$ cat src/rtl/fifo_rd_stream_pkg.sv
// fifo_rd_stream_pkg: shared sizing helpers for the FIFO read-side adapter.
// Buffer depth is derived from the FIFO read latency.
package fifo_rd_stream_pkg;

    localparam int BUF_SLACK = 2;

    function automatic int clog2(input int n);
        int r = 0;
        while ((1 << r) < n) r++;
        return r;
    endfunction

    function automatic int buf_depth(input int rd_lat);
        return rd_lat + BUF_SLACK;
    endfunction

    function automatic bit rd_lat_ok(input int rd_lat);
        return (rd_lat == 1) || (rd_lat == 2);
    endfunction

endpackage

$ cat src/rtl/fifo_rd_stream_if.sv
// fifo_rd_stream_if: valid/ready output stream of the read adapter.
// The master drives valid and data; the slave drives ready.
interface fifo_rd_stream_if #(
    parameter int WIDTH = 179
);
    logic             out_valid;
    logic             out_ready;
    logic [WIDTH-1:0] out_data;

    modport master (output out_valid, output out_data, input out_ready);
    modport slave  (input out_valid, input out_data, output out_ready);
endinterface

$ cat src/rtl/fifo_rd_skid_buf.sv
// fifo_rd_skid_buf: circular output buffer holding words captured from the FIFO.
// Pushes are credit-limited upstream, so a push never lands on a full buffer.
module fifo_rd_skid_buf
    import fifo_rd_stream_pkg::*;
#(
    parameter int WIDTH = 179,
    parameter int DEPTH = 3,
    localparam int PW = clog2(DEPTH),
    localparam int CW = clog2(DEPTH + 1)
) (
    input  logic             clk,
    input  logic             rstn,
    input  logic             clear,
    input  logic             push,
    input  logic [WIDTH-1:0] push_data,
    input  logic             pop,
    output logic [CW-1:0]    count,
    output logic [WIDTH-1:0] head
);
    logic [PW-1:0]    wr_ptr;
    logic [PW-1:0]    rd_ptr;
    logic [WIDTH-1:0] mem [DEPTH];
    logic             do_pop;

    function automatic logic [PW-1:0] ptr_inc(input logic [PW-1:0] p);
        return (p == PW'(DEPTH - 1)) ? '0 : p + PW'(1);
    endfunction

    assign do_pop = pop & (count != '0);
    assign head   = mem[rd_ptr];

    always_ff @(posedge clk or negedge rstn) begin
        if (!rstn) begin
            wr_ptr <= '0;
            rd_ptr <= '0;
            count  <= '0;
            for (int i = 0; i < DEPTH; i++) mem[i] <= '0;
        end else if (clear) begin
            wr_ptr <= '0;
            rd_ptr <= '0;
            count  <= '0;
        end else begin
            if (push) begin
                mem[wr_ptr] <= push_data;
                wr_ptr      <= ptr_inc(wr_ptr);
            end
            if (do_pop) rd_ptr <= ptr_inc(rd_ptr);
            unique case ({push, do_pop})
                2'b10:   count <= count + CW'(1);
                2'b01:   count <= count - CW'(1);
                default: count <= count;
            endcase
        end
    end
endmodule

$ cat src/rtl/fifo_rd_stream.sv
// fifo_rd_stream: turns the fixed-latency FIFO_HS read port into a valid/ready stream.
// Credits count buffered plus in-flight words, so every issued read has a slot.
module fifo_rd_stream
    import fifo_rd_stream_pkg::*;
#(
    parameter int WIDTH = 179,
    parameter int RD_LAT = 1,
    localparam int BUF_DEPTH = buf_depth(RD_LAT),
    localparam int CW = clog2(BUF_DEPTH + 1)
) (
    input  logic             clk,
    input  logic             rstn,
    input  logic             flush,
    input  logic             fifo_empty,
    output logic             fifo_rd_en,
    input  logic [WIDTH-1:0] fifo_q,
    fifo_rd_stream_if.master strm,
    output logic [CW-1:0]    occupancy
);
    if (!rd_lat_ok(RD_LAT)) begin : g_bad_rd_lat
        $error("fifo_rd_stream: RD_LAT must be 1 or 2");
    end

    logic [RD_LAT-1:0] vld_pipe;
    logic [CW-1:0]     count;
    logic [CW:0]       used;
    logic              push;
    logic              pop;

    assign used = (CW+1)'(count) + (CW+1)'($countones(vld_pipe));

    // Issue depends only on registered state, never on out_ready.
    assign fifo_rd_en = rstn & ~fifo_empty & ~flush
                      & (used < (CW+1)'(BUF_DEPTH));

    assign push = vld_pipe[RD_LAT-1] & ~flush;
    assign pop  = strm.out_valid & strm.out_ready;

    always_ff @(posedge clk or negedge rstn) begin
        if (!rstn) begin
            vld_pipe <= '0;
        end else if (flush) begin
            vld_pipe <= '0;
        end else begin
            vld_pipe <= (vld_pipe << 1) | RD_LAT'(fifo_rd_en);
        end
    end

    fifo_rd_skid_buf #(
        .WIDTH (WIDTH),
        .DEPTH (BUF_DEPTH)
    ) u_buf (
        .clk       (clk),
        .rstn      (rstn),
        .clear     (flush),
        .push      (push),
        .push_data (fifo_q),
        .pop       (pop),
        .count     (count),
        .head      (strm.out_data)
    );

    assign strm.out_valid = (count != '0);
    assign occupancy      = count;
endmodule
$ cat src/flat_wrapper.sv
// flat-port wrapper written by rule: the top's interface ports become plain ports
module fifo_rd_stream_flat import fifo_rd_stream_pkg::*;
#(
    parameter int WIDTH = 179,
    parameter int RD_LAT = 1,
    localparam int BUF_DEPTH = buf_depth(RD_LAT),
    localparam int CW = clog2(BUF_DEPTH + 1)
)
  (clk, rstn, flush, fifo_empty, fifo_rd_en, fifo_q, occupancy, strm_out_valid, strm_out_data, strm_out_ready);
  fifo_rd_stream_if #(.WIDTH(WIDTH)) strm_i ();
  input  logic clk;
  input  logic rstn;
  input  logic flush;
  input  logic fifo_empty;
  output logic fifo_rd_en;
  input  logic [WIDTH-1:0] fifo_q;
  output logic [CW-1:0] occupancy;
  output wire logic [$bits(strm_i.out_valid)-1:0] strm_out_valid;
  output wire logic [$bits(strm_i.out_data)-1:0] strm_out_data;
  input wire logic [$bits(strm_i.out_ready)-1:0] strm_out_ready;
  assign strm_out_valid = strm_i.out_valid;
  assign strm_out_data = strm_i.out_data;
  assign strm_i.out_ready = strm_out_ready;
  fifo_rd_stream #(.WIDTH(WIDTH), .RD_LAT(RD_LAT)) u_core (.clk(clk), .rstn(rstn), .flush(flush), .fifo_empty(fifo_empty), .fifo_rd_en(fifo_rd_en), .fifo_q(fifo_q), .strm(strm_i), .occupancy(occupancy));
endmodule
$ cat config.mk
export PLATFORM = sky130hd
export DESIGN_NAME = fifo_rd_stream_flat
export DESIGN_NICKNAME = d
export VERILOG_FILES = /design/src/rtl/fifo_rd_stream_pkg.sv /design/src/rtl/fifo_rd_stream_if.sv /design/src/rtl/fifo_rd_skid_buf.sv /design/src/rtl/fifo_rd_stream.sv /design/src/flat_wrapper.sv
export SDC_FILE = /design/constraint.sdc
export NUM_CORES = 1
export LEC_CHECK = 0
export CAP_MARGIN = 5
export CORE_MARGIN = 5
export CORE_UTILIZATION = 59
export CTS_CLUSTER_DIAMETER = 60
export DETAILED_ROUTE_END_ITERATION = 12
export MAX_ROUTING_LAYER = met4
export PLACE_DENSITY = 0.94
export RECOVER_POWER = 25
export SLEW_MARGIN = 20
export SYNTH_ARGS = -nofsm -noshare
export SYNTH_HDL_FRONTEND = slang
export SYNTH_HIERARCHICAL = 1
export SYNTH_SLANG_ARGS = --single-unit
$ cat constraint.sdc
create_clock -name clk -period 2.8 [get_ports clk]
set_clock_uncertainty 0.05 [all_clocks]
set_input_delay 0.7 -clock clk [delete_from_list [all_inputs] [get_ports clk]]
set_output_delay 0.7 -clock clk [all_outputs]
set_load 0.05 [all_outputs]
==> flow_summary_export.csv <==
group,metric,value,unit
routing,dr.max_layer_used,"met4",
routing,routed-wl-met2,48000,um
setup_path,critical_path.reg2reg.endpoint,"u_core/u_buf/mem[110]",
pwr,ir_worst_vdd,0.000634,V
floorplanning,dieHeight,212,um
place,gp_congestion,0.823,
floorplanning,die_area,0.0448,mm^2
setup_path,critPathCaptureType,"output port",
yosys,asr_flop_ratio_synth,1.00,
pwr,p_leak,16.0,nW
yosys,ys_seq_area_frac,0.567,
floorplanning,start_util,0.600,
routing,ant_nets,0,
floorplanning,num_io_pins,367,
floorplanning,die_width,212,um
yosys,synthAdderAreaFrac,0.00104,
yosys,postSynth.topFlopCell,"dfrtp_1",
finish,post_route_cells_drive_above_1_share,0.559,
clock_network,post_cts_hold_buffer_count,0,
yosys,synth_compound_gate_area_share,0.0394,
setup_path,r2r_cells,6,
yosys,ys_top_cells_by_area,"dfrtp_1 (57%), mux2_2 (24%), mux2i_1 (7.5%)",
finish,num-nets-final,2362,
yosys,synth_edf_count,0,
yosys,ys_seq_elements,544,
setup_path,worst-path-buf-inv,3,
routing,drt-total-wl,95000,um
run_status,failed_checks,"negative setup slack",
setup_path,slowest_stage_delay_on_critical_path,0.57,ns
timing,setup_ws,-0.288,ns
floorplanning,core.rowCount,73,
setup_path,start_kind,"register",
finish,layoutNonFillerInstCount,2756,
clock_network,cts_made_buffers,54,
routing,route.detailed.wl_per_inst,34.5,um
timing,number_of_endpoints_with_negative_hold_slack_in_the_final_report,0,
floorplanning,core_area,0.0400,mm^2
flow_run,max-cap-violations,0,
yosys,post_synth_xor_area_fraction,0,
yosys,post_synth.cell_area_avg,13.5,um^2
place,io_buffer_count,366,
setup_path,launch_point_of_the_critical_path,"u_core/u_buf/rd_ptr[0]",
setup_path,ff2ff_setup_slack,0.75,ns
timing,maxClockFrequency,324,MHz
timing,relSlewSlack,0.0282,
yosys,synth_simple_gate_area_share,0.0348,
yosys,synthesis.area,0.0240,mm^2
timing,unrepaired_setup_endpoints_after_global_routing,"true",
routing,detail_route.drc_violations,0,
global_route,grt_util_all_layers,0.360,
yosys,post_synth_num_cell_types,31,
clock_network,h_tree_lvl_count,2,
clock_network,cts-root-buf,"clkbuf_16",
global_route,number_of_antenna_violations_at_the_first_check_in_global_routing,11,
finish,fillCellCount,1333,
place,detailed_place_hpwl,42700,um
yosys,synthesis.instances,1774,
yosys,yosys_warnings,6,
setup_path,regToRegStartpoint,"u_core/vld_pipe",
place,placedCellCount,2598,
routing,detailroute.via_count,18400,
clock_network,max-clock-path-buffers,3,
hold_path,min_from,"u_core/u_buf/mem[251]",
clock_network,cts_tree,"yes",
clock_network,clk_pin_slew,0.06,ns
pwr,power_density,725,mW/mm^2
timing,timing.final.crit_share,1.10,
yosys,combinational_family_with_the_most_area_after_synthesis,"multiplexers",
setup_path,crit_chain,"buf_12 > buf_16 > mux2i_1 > o21ai_2 > buf_12",
setup_path,crit_path_frequent_cell,"buf_12",
setup_path,crit_family,"flip-flops",
clock_network,numClockSinks,544,
hold_path,hold_class,"register to register",
run_status,outcome,"complete, but fails checks",
routing,first_pass_detailed_route_iteration_total,5,
global_route,grt_remaining_overflow,0,
routing,dr_wl_met3,7920,um
setup_path,critPathRequiredTime,2.05,ns
yosys,netlist.top_cell.by_area,"dfrtp_1",
finish,final_util,0.880,
setup_path,slowest_stage,"dfrtp_4",
clock_network,insertion_delay,0.61,ns
setup_path,timing.critical_path.arrival,2.34,ns
yosys,synthesis.nets,1960,
setup_path,critical_path_class,"register to output port",
routing,detail_route.vias_per_cell,6.66,
yosys,muxShareOfSynthArea,0.327,
hold_path,min_delay_worst_endpoint,"u_core/u_buf/mem[251]",
hold_path,whs_path_depth,1,
routing,first_iter_violations,1940,
timing,slew_viol_final,0,
yosys,synth_top_area_share,0.567,
timing,worst_slew_pin_slew,1.46,ns
pwr,post-layout-total-power,25.5,mW
global_route,grt_start_max_net_pins,162,
global_route,first_global_vias,19100,
finish,areaGrowthSynthToFinish,46.8,%
routing,wirelength_met1,31100,um
timing,period_minus_slack,3.09,ns
setup_path,path_max_fanout,14,
timing,setup-violations-final,180,
global_route,grt_first_pass_wirelength,120000,um
[placed cells by master (no fill, tap or decap), drive strengths merged, types with 2 or more instances in the layout]
| cell | netlist | final |
|---|---|---|
| a21oi | 6 | 6 |
| buf | 81 | 257 |
| bufinv | 0 | 4 |
| clkbuf | 39 | 108 |
| clkdlybuf4s50 | 0 | 183 |
| clkinv | 0 | 8 |
| clkinvlp | 0 | 2 |
| dfrtp | 544 | 544 |
| diode | 0 | 11 |
| ha | 2 | 2 |
| mux2 | 537 | 537 |
| mux2i | 180 | 180 |
| nand2 | 181 | 181 |
| nand2b | 3 | 3 |
| nor2 | 4 | 4 |
| nor2b | 2 | 2 |
| nor3b | 2 | 2 |
| o21ai | 180 | 180 |
[flip-flops by register name (all words and copies together) (netlist names)]
signal               flops
u_core/vld_pipe          1
u_core/u_buf/rd_ptr      2
u_core/u_buf/count       2
u_core/u_buf/mem       537
u_core/u_buf/wr_ptr      2
[metal layers]
layer | vias to the layer above | GRT usage
li1 | 7143 | -
met1 | 9333 | 0.416
met2 | 1375 | 0.612
met3 | 513 | 0.0652
met4 | 0 | 0.170
met5 | - | -
[where the power goes]
part | switching (mW) | internal, mW | total [mW] | leakage [nW]
Combinational | 4.54 | 3.88 | 8.42 | 7.84
Clock | 3.33 | 4.49 | 7.83 | 0.920
Sequential | 0.657 | 8.62 | 9.28 | 7.27
Total | 8.53 | 17.0 | 25.5 | 16.0
[metrics by stage]
stage	setup TNS (ns)	hold WS, ns	worst slack [ns]	cell area (um^2)
after floorplan	0	0.354	0.00564	24000
after global placement	-0.0132	0.417	-0.0132	30200
after detailed placement	-4.64	0.425	-0.0626	30200
after CTS	-22.85	0.118	-0.178	33200
after global routing	-42.14	0.466	-0.322	35200
final	-26.87	0.442	-0.288	35200
[worst max-delay path by stage]
stage / depth (start not counted) / to
after floorplan: 5 / strm_out_data[166]
after global placement: 4 / fifo_rd_en
after detailed placement: 7 / u_core/u_buf/mem[151]
after CTS: 6 / strm_out_data[174]
after global routing: 5 / strm_out_data[114]
final: 5 / strm_out_data[114]
[logic make-up after synthesis]
kind of cell,after synthesis
and+or+nand+nor,203
muxes,717
buffers and inverters,120
AOI/OAI and AO/OA,188
DFF,544
adders and majority gates,2
[layout make-up]
cell class,instances,area [um^2],share of cell area
repair buffers,466,7320,0.208
clock inverters,15,190,0.00540
clock buffers,85,1680,0.0477
multi-input cells,1110,11700,0.333
well taps,525,657,0.0186
diodes,11,27.5,0.000781
flip-flops and latches,544,13600,0.387
[synth_stat cells, drive strengths merged, types with 2 or more instances]
library cell	instances
nor2	4
nor3b	2
clkbuf	39
nand2	181
mux2i	180
o21ai	180
ha	2
dfrtp	544
mux2	537
nand2b	3
buf	81
nor2b	2
a21oi	6
[what timing repair did]
item	in CTS	in global routing
gates resized for setup	191	332
cloned	10	24
pin swaps	2	39
buffers inserted	9	7
setup endpoints to repair	181	180
Power figures use the tool's default switching activity.
